--- src/rtl/fifo_wr_arbiter_if.sv ---
// Producer-side and FIFO-write-side signals of fifo_wr_arbiter, bundled with master (arbiter) and slave (environment) views.
// wr_count/ovf_count exist only when FIFO_ARB_STATS_EN is defined.
interface fifo_wr_arbiter_if #(
  parameter int NUM_REQ    = 4,
  parameter int DATA_WIDTH = 16,
  parameter int CNT_WIDTH  = 8
);
  logic [NUM_REQ-1:0]            req;
  logic [NUM_REQ*DATA_WIDTH-1:0] req_data;
  logic [NUM_REQ-1:0]            gnt;
  logic                          fifo_wr_en;
  logic [DATA_WIDTH-1:0]         fifo_data_in;
  logic                          fifo_full;
  logic                          fifo_wr_ack;
  logic                          fifo_overflow;
  logic                          busy;
  logic                          err_overflow;
  logic                          err_noack;
`ifdef FIFO_ARB_STATS_EN
  logic [CNT_WIDTH-1:0]          wr_count;
  logic [CNT_WIDTH-1:0]          ovf_count;
`else
  // Counter width only matters when the statistics are built in.
  if (CNT_WIDTH < 1) begin : g_cnt_width_invalid
  end
`endif

  modport master (
    input  req, req_data, fifo_full, fifo_wr_ack, fifo_overflow,
    output gnt, fifo_wr_en, fifo_data_in, busy, err_overflow, err_noack
`ifdef FIFO_ARB_STATS_EN
    , output wr_count, ovf_count
`endif
  );

  modport slave (
    output req, req_data, fifo_full, fifo_wr_ack, fifo_overflow,
    input  gnt, fifo_wr_en, fifo_data_in, busy, err_overflow, err_noack
`ifdef FIFO_ARB_STATS_EN
    , input wr_count, ovf_count
`endif
  );
endinterface

--- src/rtl/fifo_wr_arbiter.sv ---
// Round-robin arbiter sharing one FIFO write port; a grant is issued only after the FIFO acknowledges the write.
// Optional saturating write/overflow counters are enabled by defining FIFO_ARB_STATS_EN.
module fifo_wr_arbiter #(
  parameter int NUM_REQ    = 4,
  parameter int DATA_WIDTH = 16,
  parameter int CNT_WIDTH  = 8
) (
  input logic             clk,
  input logic             rst_n,
  fifo_wr_arbiter_if.master bus
);

  localparam int PTR_W = (NUM_REQ > 1) ? $clog2(NUM_REQ) : 1;

  typedef enum logic [1:0] {
    ST_IDLE,
    ST_WRITE,
    ST_ACK,
    ST_DONE
  } state_t;

  state_t                r_state;
  logic [PTR_W-1:0]      r_rr_ptr;
  logic [PTR_W-1:0]      r_sel;
  logic [NUM_REQ-1:0]    r_gnt;
  logic                  r_wr_en;
  logic [DATA_WIDTH-1:0] r_data;
  logic                  r_err_overflow;
  logic                  r_err_noack;

  logic [PTR_W-1:0]      w_idx [NUM_REQ];
  logic [NUM_REQ-1:0]    w_rot;
  logic [DATA_WIDTH-1:0] w_req_data [NUM_REQ];
  logic                  w_found;
  logic [PTR_W-1:0]      w_pick;
  logic [PTR_W-1:0]      w_sel_next;

  if (NUM_REQ < 2 || NUM_REQ > 8 || CNT_WIDTH < 1) begin : g_param_out_of_range
  end

  // Position gi of the rotated view is requester (rr_ptr + gi) mod NUM_REQ.
  for (genvar gi = 0; gi < NUM_REQ; gi++) begin : g_rot
    logic [PTR_W:0] w_sum;
    assign w_sum         = {1'b0, r_rr_ptr} + (PTR_W+1)'(gi);
    assign w_idx[gi]     = (w_sum >= (PTR_W+1)'(NUM_REQ)) ? PTR_W'(w_sum - (PTR_W+1)'(NUM_REQ))
                                                          : w_sum[PTR_W-1:0];
    assign w_rot[gi]     = bus.req[w_idx[gi]];
    assign w_req_data[gi] = bus.req_data[gi*DATA_WIDTH +: DATA_WIDTH];
  end

  always_comb begin
    w_found = 1'b0;
    w_pick  = '0;
    for (int k = NUM_REQ - 1; k >= 0; k--) begin
      if (w_rot[k]) begin
        w_found = 1'b1;
        w_pick  = w_idx[k];
      end
    end
  end

  assign w_sel_next = (r_sel == PTR_W'(NUM_REQ - 1)) ? '0 : r_sel + 1'b1;

  always_ff @(posedge clk) begin
    if (!rst_n) begin
      r_state        <= ST_IDLE;
      r_rr_ptr       <= '0;
      r_sel          <= '0;
      r_gnt          <= '0;
      r_wr_en        <= 1'b0;
      r_data         <= '0;
      r_err_overflow <= 1'b0;
      r_err_noack    <= 1'b0;
    end else begin
      r_gnt <= '0;
      case (r_state)
        ST_IDLE: begin
          if (w_found && !bus.fifo_full) begin
            r_sel   <= w_pick;
            r_wr_en <= 1'b1;
            r_data  <= w_req_data[w_pick];
            r_state <= ST_WRITE;
          end
        end
        ST_WRITE: begin
          r_wr_en <= 1'b0;
          r_state <= ST_ACK;
        end
        ST_ACK: begin
          // A rejected write leaves the pointer on the same requester so it is retried first.
          if (bus.fifo_wr_ack) begin
            r_gnt    <= NUM_REQ'(1) << r_sel;
            r_rr_ptr <= w_sel_next;
            r_state  <= ST_DONE;
          end else if (bus.fifo_overflow) begin
            r_err_overflow <= 1'b1;
            r_rr_ptr       <= r_sel;
            r_state        <= ST_IDLE;
          end else begin
            r_err_noack <= 1'b1;
            r_rr_ptr    <= r_sel;
            r_state     <= ST_IDLE;
          end
        end
        ST_DONE: begin
          r_state <= ST_IDLE;
        end
        default: begin
          r_state <= ST_IDLE;
        end
      endcase
    end
  end

  assign bus.gnt          = r_gnt;
  assign bus.fifo_wr_en   = r_wr_en;
  assign bus.fifo_data_in = r_data;
  assign bus.busy         = (r_state != ST_IDLE);
  assign bus.err_overflow = r_err_overflow;
  assign bus.err_noack    = r_err_noack;

`ifdef FIFO_ARB_STATS_EN
  logic [CNT_WIDTH-1:0] r_wr_count;
  logic [CNT_WIDTH-1:0] r_ovf_count;

  always_ff @(posedge clk) begin
    if (!rst_n) begin
      r_wr_count  <= '0;
      r_ovf_count <= '0;
    end else if (r_state == ST_ACK) begin
      if (bus.fifo_wr_ack && (r_wr_count != '1)) begin
        r_wr_count <= r_wr_count + 1'b1;
      end
      if (bus.fifo_overflow && (r_ovf_count != '1)) begin
        r_ovf_count <= r_ovf_count + 1'b1;
      end
    end
  end

  assign bus.wr_count  = r_wr_count;
  assign bus.ovf_count = r_ovf_count;
`endif

endmodule
--- src/flat_wrapper.sv ---
// flat-port wrapper written by rule: the top's interface ports become plain ports
module fifo_wr_arbiter_flat 
#(
  parameter int NUM_REQ    = 4,
  parameter int DATA_WIDTH = 16,
  parameter int CNT_WIDTH  = 8
)
  (clk, rst_n, bus_req, bus_req_data, bus_fifo_full, bus_fifo_wr_ack, bus_fifo_overflow, bus_gnt, bus_fifo_wr_en, bus_fifo_data_in, bus_busy, bus_err_overflow, bus_err_noack);
  fifo_wr_arbiter_if #(.NUM_REQ(NUM_REQ), .DATA_WIDTH(DATA_WIDTH), .CNT_WIDTH(CNT_WIDTH)) bus_i ();
  input logic clk;
  input logic rst_n;
  input wire logic [$bits(bus_i.req)-1:0] bus_req;
  input wire logic [$bits(bus_i.req_data)-1:0] bus_req_data;
  input wire logic [$bits(bus_i.fifo_full)-1:0] bus_fifo_full;
  input wire logic [$bits(bus_i.fifo_wr_ack)-1:0] bus_fifo_wr_ack;
  input wire logic [$bits(bus_i.fifo_overflow)-1:0] bus_fifo_overflow;
  output wire logic [$bits(bus_i.gnt)-1:0] bus_gnt;
  output wire logic [$bits(bus_i.fifo_wr_en)-1:0] bus_fifo_wr_en;
  output wire logic [$bits(bus_i.fifo_data_in)-1:0] bus_fifo_data_in;
  output wire logic [$bits(bus_i.busy)-1:0] bus_busy;
  output wire logic [$bits(bus_i.err_overflow)-1:0] bus_err_overflow;
  output wire logic [$bits(bus_i.err_noack)-1:0] bus_err_noack;
  assign bus_i.req = bus_req;
  assign bus_i.req_data = bus_req_data;
  assign bus_i.fifo_full = bus_fifo_full;
  assign bus_i.fifo_wr_ack = bus_fifo_wr_ack;
  assign bus_i.fifo_overflow = bus_fifo_overflow;
  assign bus_gnt = bus_i.gnt;
  assign bus_fifo_wr_en = bus_i.fifo_wr_en;
  assign bus_fifo_data_in = bus_i.fifo_data_in;
  assign bus_busy = bus_i.busy;
  assign bus_err_overflow = bus_i.err_overflow;
  assign bus_err_noack = bus_i.err_noack;
  fifo_wr_arbiter #(.NUM_REQ(NUM_REQ), .DATA_WIDTH(DATA_WIDTH), .CNT_WIDTH(CNT_WIDTH)) u_core (.clk(clk), .rst_n(rst_n), .bus(bus_i));
endmodule
--- config.mk ---
export PLATFORM = sky130hd
export DESIGN_NAME = fifo_wr_arbiter_flat
export DESIGN_NICKNAME = d
export VERILOG_FILES = /design/src/rtl/fifo_wr_arbiter_if.sv /design/src/rtl/fifo_wr_arbiter.sv /design/src/flat_wrapper.sv
export SDC_FILE = /design/constraint.sdc
export NUM_CORES = 1
export LEC_CHECK = 0
export CAP_MARGIN = 15
export CORE_ASPECT_RATIO = 0.75
export CORE_MARGIN = 2
export CORE_UTILIZATION = 30
export DETAILED_ROUTE_END_ITERATION = 10
export PLACE_DENSITY = 0.74
export SYNTH_ARGS = -nofsm -noshare
export SYNTH_HDL_FRONTEND = slang
export SYNTH_SLANG_ARGS = --single-unit
--- constraint.sdc ---
create_clock -name clk -period 1.52 [get_ports clk]
set_input_delay 0.304 -clock clk [delete_from_list [all_inputs] [get_ports clk]]
set_output_delay 0.304 -clock clk [all_outputs]
set_load 0.05 [all_outputs]
Word-level counts from Yosys, hierarchy flattened
Index checks and enable logic that the tools add are counted.

word-level totals
  memories = 0
  bits in writable memories = 0
  latch bits = 0
  flip-flop bits (word level) = 29
  memory bits (read-only) = 0

operators by class
  divide/modulo/power cells = 0
  mux-type cells = 30
  bitwise gates (word level) = 3
  order comparisons = 9
  multipliers = 0
  $add $sub $neg = 8
  equal/unequal tests = 5
  reduce and logical (&&, ||, !) cells = 10
  shift operators = 1

operator list
  kind                                                                                  count
  16-bit binary-select mux with 2-bit select                                            1
  16-bit two-way mux                                                                    2
  2-bit two-way mux                                                                     12
  3-bit greater-or-equal comparator (second input constant)                             4
  2-bit by 3-bit < comparator with 1-bit output (second input constant)                 4
  1-bit two-way mux                                                                     9
  3-bit AND reduction                                                                   3
  1-bit binary-select mux with 2-bit select                                             4
  2-bit one-hot mux with 4 select lines                                                 1
  2-bit by 1-bit subtractor with 2-bit output (second input constant)                   4
  2-bit by 2-bit adder with 3-bit output (second input constant)                        2
  2-bit equality test (second input constant)                                           3
  2-bit AND reduction                                                                   2
  2-bit nonzero test                                                                    2
  1-bit by 2-bit left shift with 4-bit output (first input constant)                    1
  2-bit by 1-bit adder with 3-bit output (second input constant)                        1
  2-bit by 3-bit greater-or-equal comparator with 1-bit output (second input constant)  1
  2-bit NOT with 3-bit output                                                           1
  2-bit by 1-bit adder with 2-bit output (second input constant)                        1
  2-bit by 1-bit equality test with 1-bit output (second input constant)                1
  2-bit logical NOT                                                                     1
  2-bit by 1-bit != test with 1-bit output (second input constant)                      1
  1-bit NOT                                                                             2
  1-bit one-hot mux with 2 select lines                                                 1
  2 further kinds                                                                       2

Logic depth before layout (Yosys ltp)
  depth in word-level cells = 13
  mapped depth = 7

Least setup slack after synthesis
OpenSTA, ideal clock, no wires.

  path kind = register to register
  from = reg u_core.r_state[1]
  to = reg u_core.r_data[10] (netlist: u_core.bus.fifo_data_in[10])
  slack = -0.197 ns
  data required time = 1.392 ns
  buffers on the path = 2
  data arrival time = 1.589 ns
  stages on the path, launching flop included = 8
  setup time = 0.128 ns
  cell sequence = dfxtp_1 > or2_4 > a311o_4 > and2_4 > buf_6 > buf_12 > nand2_2 > o221ai_2

on the way
  cells in the longest elaborated chain, start to end = 2

RTL lines
  element                               RTL line               text
  from (decl)                           fifo_wr_arbiter.sv:22  state_t r_state;
  from (signal assigned)                fifo_wr_arbiter.sv:66  r_state <= ST_IDLE;
  from (signal assigned)                fifo_wr_arbiter.sv:82  r_state <= ST_WRITE;
  from (signal assigned)                fifo_wr_arbiter.sv:87  r_state <= ST_ACK;
  2-bit logical NOT                     fifo_wr_arbiter.sv:76  case (r_state)
  2-bit AND reduction (no source line)  -
  to (signal assigned)                  fifo_wr_arbiter.sv:81  r_data <= w_req_data[w_pick];
  to (decl)                             fifo_wr_arbiter.sv:27  logic [DATA_WIDTH-1:0] r_data;

Every way passes these cells.
A chain may end at the register's enable or synchronous reset.

Worst setup path in the final report
  from = reg u_core.r_state[0]
  to = reg u_core.r_data[15] (netlist: u_core.bus.fifo_data_in[15])

The elaborated chain is that of the path after synthesis.

==> results by group <==
Outcome
  • Status: finished with violations
  • Violated checks: setup timing

GRT
  • Tot GR Track Use: 16.7%
  • Met1 usage: 20.0%
  • Number of global-route vias before repair: 1591
  • Met3 Resource Use GR: 4.28%
  • Largest net degree at the start of global routing: 17
  • Met2 Track Usage GR: 30.3%
  • Antenna violations before repair: 0
  • GR peak layer: met2
  • Global-route wire length before repair: 7620 um
  • Grt ovf: 0

Floorplan
  • Site row count: 23
  • Initial Utilization: 30.7%
  • Core footprint: 5300 um2
  • Boundary pin count: 97
  • Die height: 67.7 um
  • Die area: 6020 um2
  • Die width: 89.0 um

Logic synthesis
  • Largest family of logic cells by synthesized area: compound AO/OA/AOI/OAI gates
  • Mux cell area share after synthesis: 20.3%
  • Post-synth EDFFs: 0
  • Most frequent cell after synthesis: mux2i_1
  • Adder-Cell Fraction of Synth Area: 0%
  • Syn Inst Count: 154
  • Largest cells by area after synthesis: dfxtp_1, mux2i_1, o221ai_2
  • Synth Area in XOR/XNOR: 1.08%
  • Post-synthesis cell area: 1620 um2
  • Primary FF master, synth: dfxtp_1
  • Yosys reg bits: 29
  • Synth warn: 0
  • Asr flop ratio synth: 0%
  • Seq/Total Area, Yosys: 35.7%
  • Yosys cell types: 33
  • Mapped Avg Cell Area: 10.5 um2
  • Synth top cells by count: mux2i_1, dfxtp_1, nand2_1
  • Largest area contributor in the netlist: dfxtp_1
  • Synth Area in Compound Gates: 21.0%
  • Simple-gate share of the synthesized area: 14.6%
  • Synth top area share: 35.7%
  • Net Count, Synth: 227

Detailed routing
  • Vias per Instance: 4.68
  • Final ANT Viol Nets: 0
  • DRT iter0 DRCs: 23
  • DR DRC count: 0
  • Total Wirelength: 5090 um
  • Wire per inst: 14.8 um
  • Pre-antenna DRT Iters: 4
  • Vias: 1616

Worst setup path
  • Worst reg-to-reg setup slack: -9 ps
  • Reg-to-reg endpoint: u_core.bus.fifo_data_in[15]
  • Top delay family on crit path: compound AO/OA/AOI/OAI gates
  • Critical Path Fanout Max: 11
  • Critical-path cell with the highest stage delay: a311o_4
  • Crit. Startpoint: u_core.r_state[0]
  • CP cell instances: or2_4 > a311o_4 > clkinv_4 > nand3b_4 > buf_12 > o221ai_2
  • Instance count on the critical path: 6
  • CP required: 1710 ps
  • Delay of the slowest critical-path stage: 340 ps
  • Buf/Inv on CP: 2
  • CP Capture Type: flip-flop
  • CP Launch Type: flip-flop
  • CP Class: flip-flop to flip-flop
  • RR Startpoint: u_core.r_state[0]
  • Reg2Reg Depth: 6
  • CP endpoint: u_core.bus.fifo_data_in[15]
  • Worst Path Arrival: 1720 ps

CTS
  • Clk_lat worst skew: 270 ps
  • Root buf cell: clkbuf_8
  • CTS Hold Bufs: 0
  • CTS tree: done
  • Htree depth: 2
  • CTS Buf Count: 5
  • Reg clk slew, reported paths: 60 ps
  • Max Root-Sink Buffers: 2
  • Clock sinks: 29

Power and ir drop
  • Power per Cell Area: 808 nW/um2
  • Overall Power: 2.73 mW
  • Leak: 1.31 nW
  • VDD IR max: 0.395 mV

STA
  • Endpoints failing hold: 0
  • Worst-margin pin slew: 245 ps
  • Slew Limit Fails: 0
  • Relative slew slack: 83.7%
  • Final Cycle Share: 101%
  • F_max: 654 MHz
  • # setup viols final: 1
  • Final Skew: 6.92 ps
  • RSZ-0062 raised after global routing: true
  • Final min period: 1530 ps
  • Setup TNS: -9.26 ps
  • Setup WS post-layout: -9.26 ps

Placement
  • GPL Wtd Cong: 0.797
  • Port bufs: 96
  • DP Wirelength: 3690 um

Finish
  • Share of layout cells above drive strength 1: 40.4%
  • Fill count: 428
  • Final Net Count: 342
  • Antenna Cells: 0
  • Area of the multi-input gates: 1100 um2
  • Storage cell area: 584 um2
  • Area growth syn-to-layout: 108%

Min path
  • Worst hold stages: 2
  • Worst hold path class: flip-flop to flip-flop
  • Hold Startpoint: u_core.bus.fifo_wr_en

Flow run
  • # Max-Cap Violations: 0
what timing repair did:
action	in CTS	in global routing
endpoints found under the hold margin	0	0
pin swaps	6	4
gates resized for setup	27	20
gates cloned	3	0
endpoints found under the setup margin	18	16
buffers inserted	6	1
where the power goes:
group	switching (mW)	leakage [nW]	total, mW	internal [mW]
logic	0.491	1.02	1.14	0.651
clock network	0.283	0.0542	0.691	0.408
registers	0.0729	0.238	0.897	0.824
worst min path at each step:
stage	end	slack (ps)
finish	u_core.bus.fifo_wr_en	520
global route	u_core.bus.fifo_data_in[8]	550
CTS	u_core.bus.fifo_wr_en	530
detailed placement	u_core.bus.gnt[1]	500
global placement	u_core.bus.fifo_wr_en	500
floorplan	u_core.bus.gnt[1]	450
tightest hold or removal path, cell delays in order, from the launching register on:
cell and delay (ps):
dfxtp_1 340, nand2_1 60, a21boi_0 70
metal layers:
metal	up-vias	routed length, um	part of all wire [%]
met2	58	2560	50
met3	10	388	7.6
met4	0	108	2.1
li1	795	-	-
met1	753	2040	40
met5	-	0	0
sequential cells by signal, indices dropped and copies added, names as in the netlist:
name,count
u_core.r_sel,2
u_core.bus.gnt,4
u_core.bus.fifo_data_in,16
u_core.r_rr_ptr,2
u_core.bus.err_overflow,1
u_core.r_state,2
u_core.bus.fifo_wr_en,1
u_core.bus.err_noack,1
metrics by stage:
| step | std cells | cell area, um2 | util (%) | worst slack, ps | hold slack (ps) |
|---|---|---|---|---|---|
| 2_1_floorplan | 154 | 1640 | - | -130 | 454 |
| 3_3_place_gp | 330 | 3010 | 56.8 | -493 | 498 |
| 3_5_place_dp | 330 | 3010 | 56.8 | -528 | 495 |
| 4_1_cts | 347 | 3310 | 62.6 | -31.5 | 527 |
| 5_1_grt | 345 | 3380 | 63.8 | -92.5 | 548 |
| 6_report | 345 | 3380 | 63.8 | -9.26 | 522 |
cell families (layout without fill, tap and decap cells):
group,after synthesis,in the layout
buffers and inverters,17,133
muxes,33,33
DFF,29,29
and+or+nand+nor,41,41
xor gates and xnor gates,2,2
AOI/OAI and AO/OA,32,32
cell type report:
class | count | area share, %
Sequential cell | 29 | 17.3
Tap cell | 75 | 2.78
Multi-Input combinational cell | 108 | 32.7
Clock inverter | 1 | 0.148
Timing Repair Buffer | 118 | 43.3
Inverter | 7 | 0.926
Clock buffer | 7 | 2.85
layout by cell type (no fill, tap or decap), types with 2 or more instances in the layout:
| master | n |
|---|---|
| buf_12 | 26 |
| mux2i_1 | 17 |
| o211a_1 | 2 |
| nand2_1 | 15 |
| mux2i_4 | 8 |
| buf_6 | 4 |
| dfxtp_1 | 26 |
| nor3b_1 | 2 |
| a21oi_2 | 3 |
| o221ai_1 | 4 |
| inv_1 | 5 |
| dfxtp_2 | 3 |
| dlygate4sd2_1 | 3 |
| nand2_2 | 10 |
| clkdlybuf4s50_1 | 68 |
| buf_16 | 3 |
| nor2_1 | 3 |
| clkbuf_8 | 7 |
| a21boi_0 | 4 |
| o221ai_2 | 13 |
| nor2b_1 | 3 |
| and3_1 | 2 |
| buf_4 | 13 |
| mux2i_2 | 8 |
No activity file was read; power rests on OpenSTA's default activity.
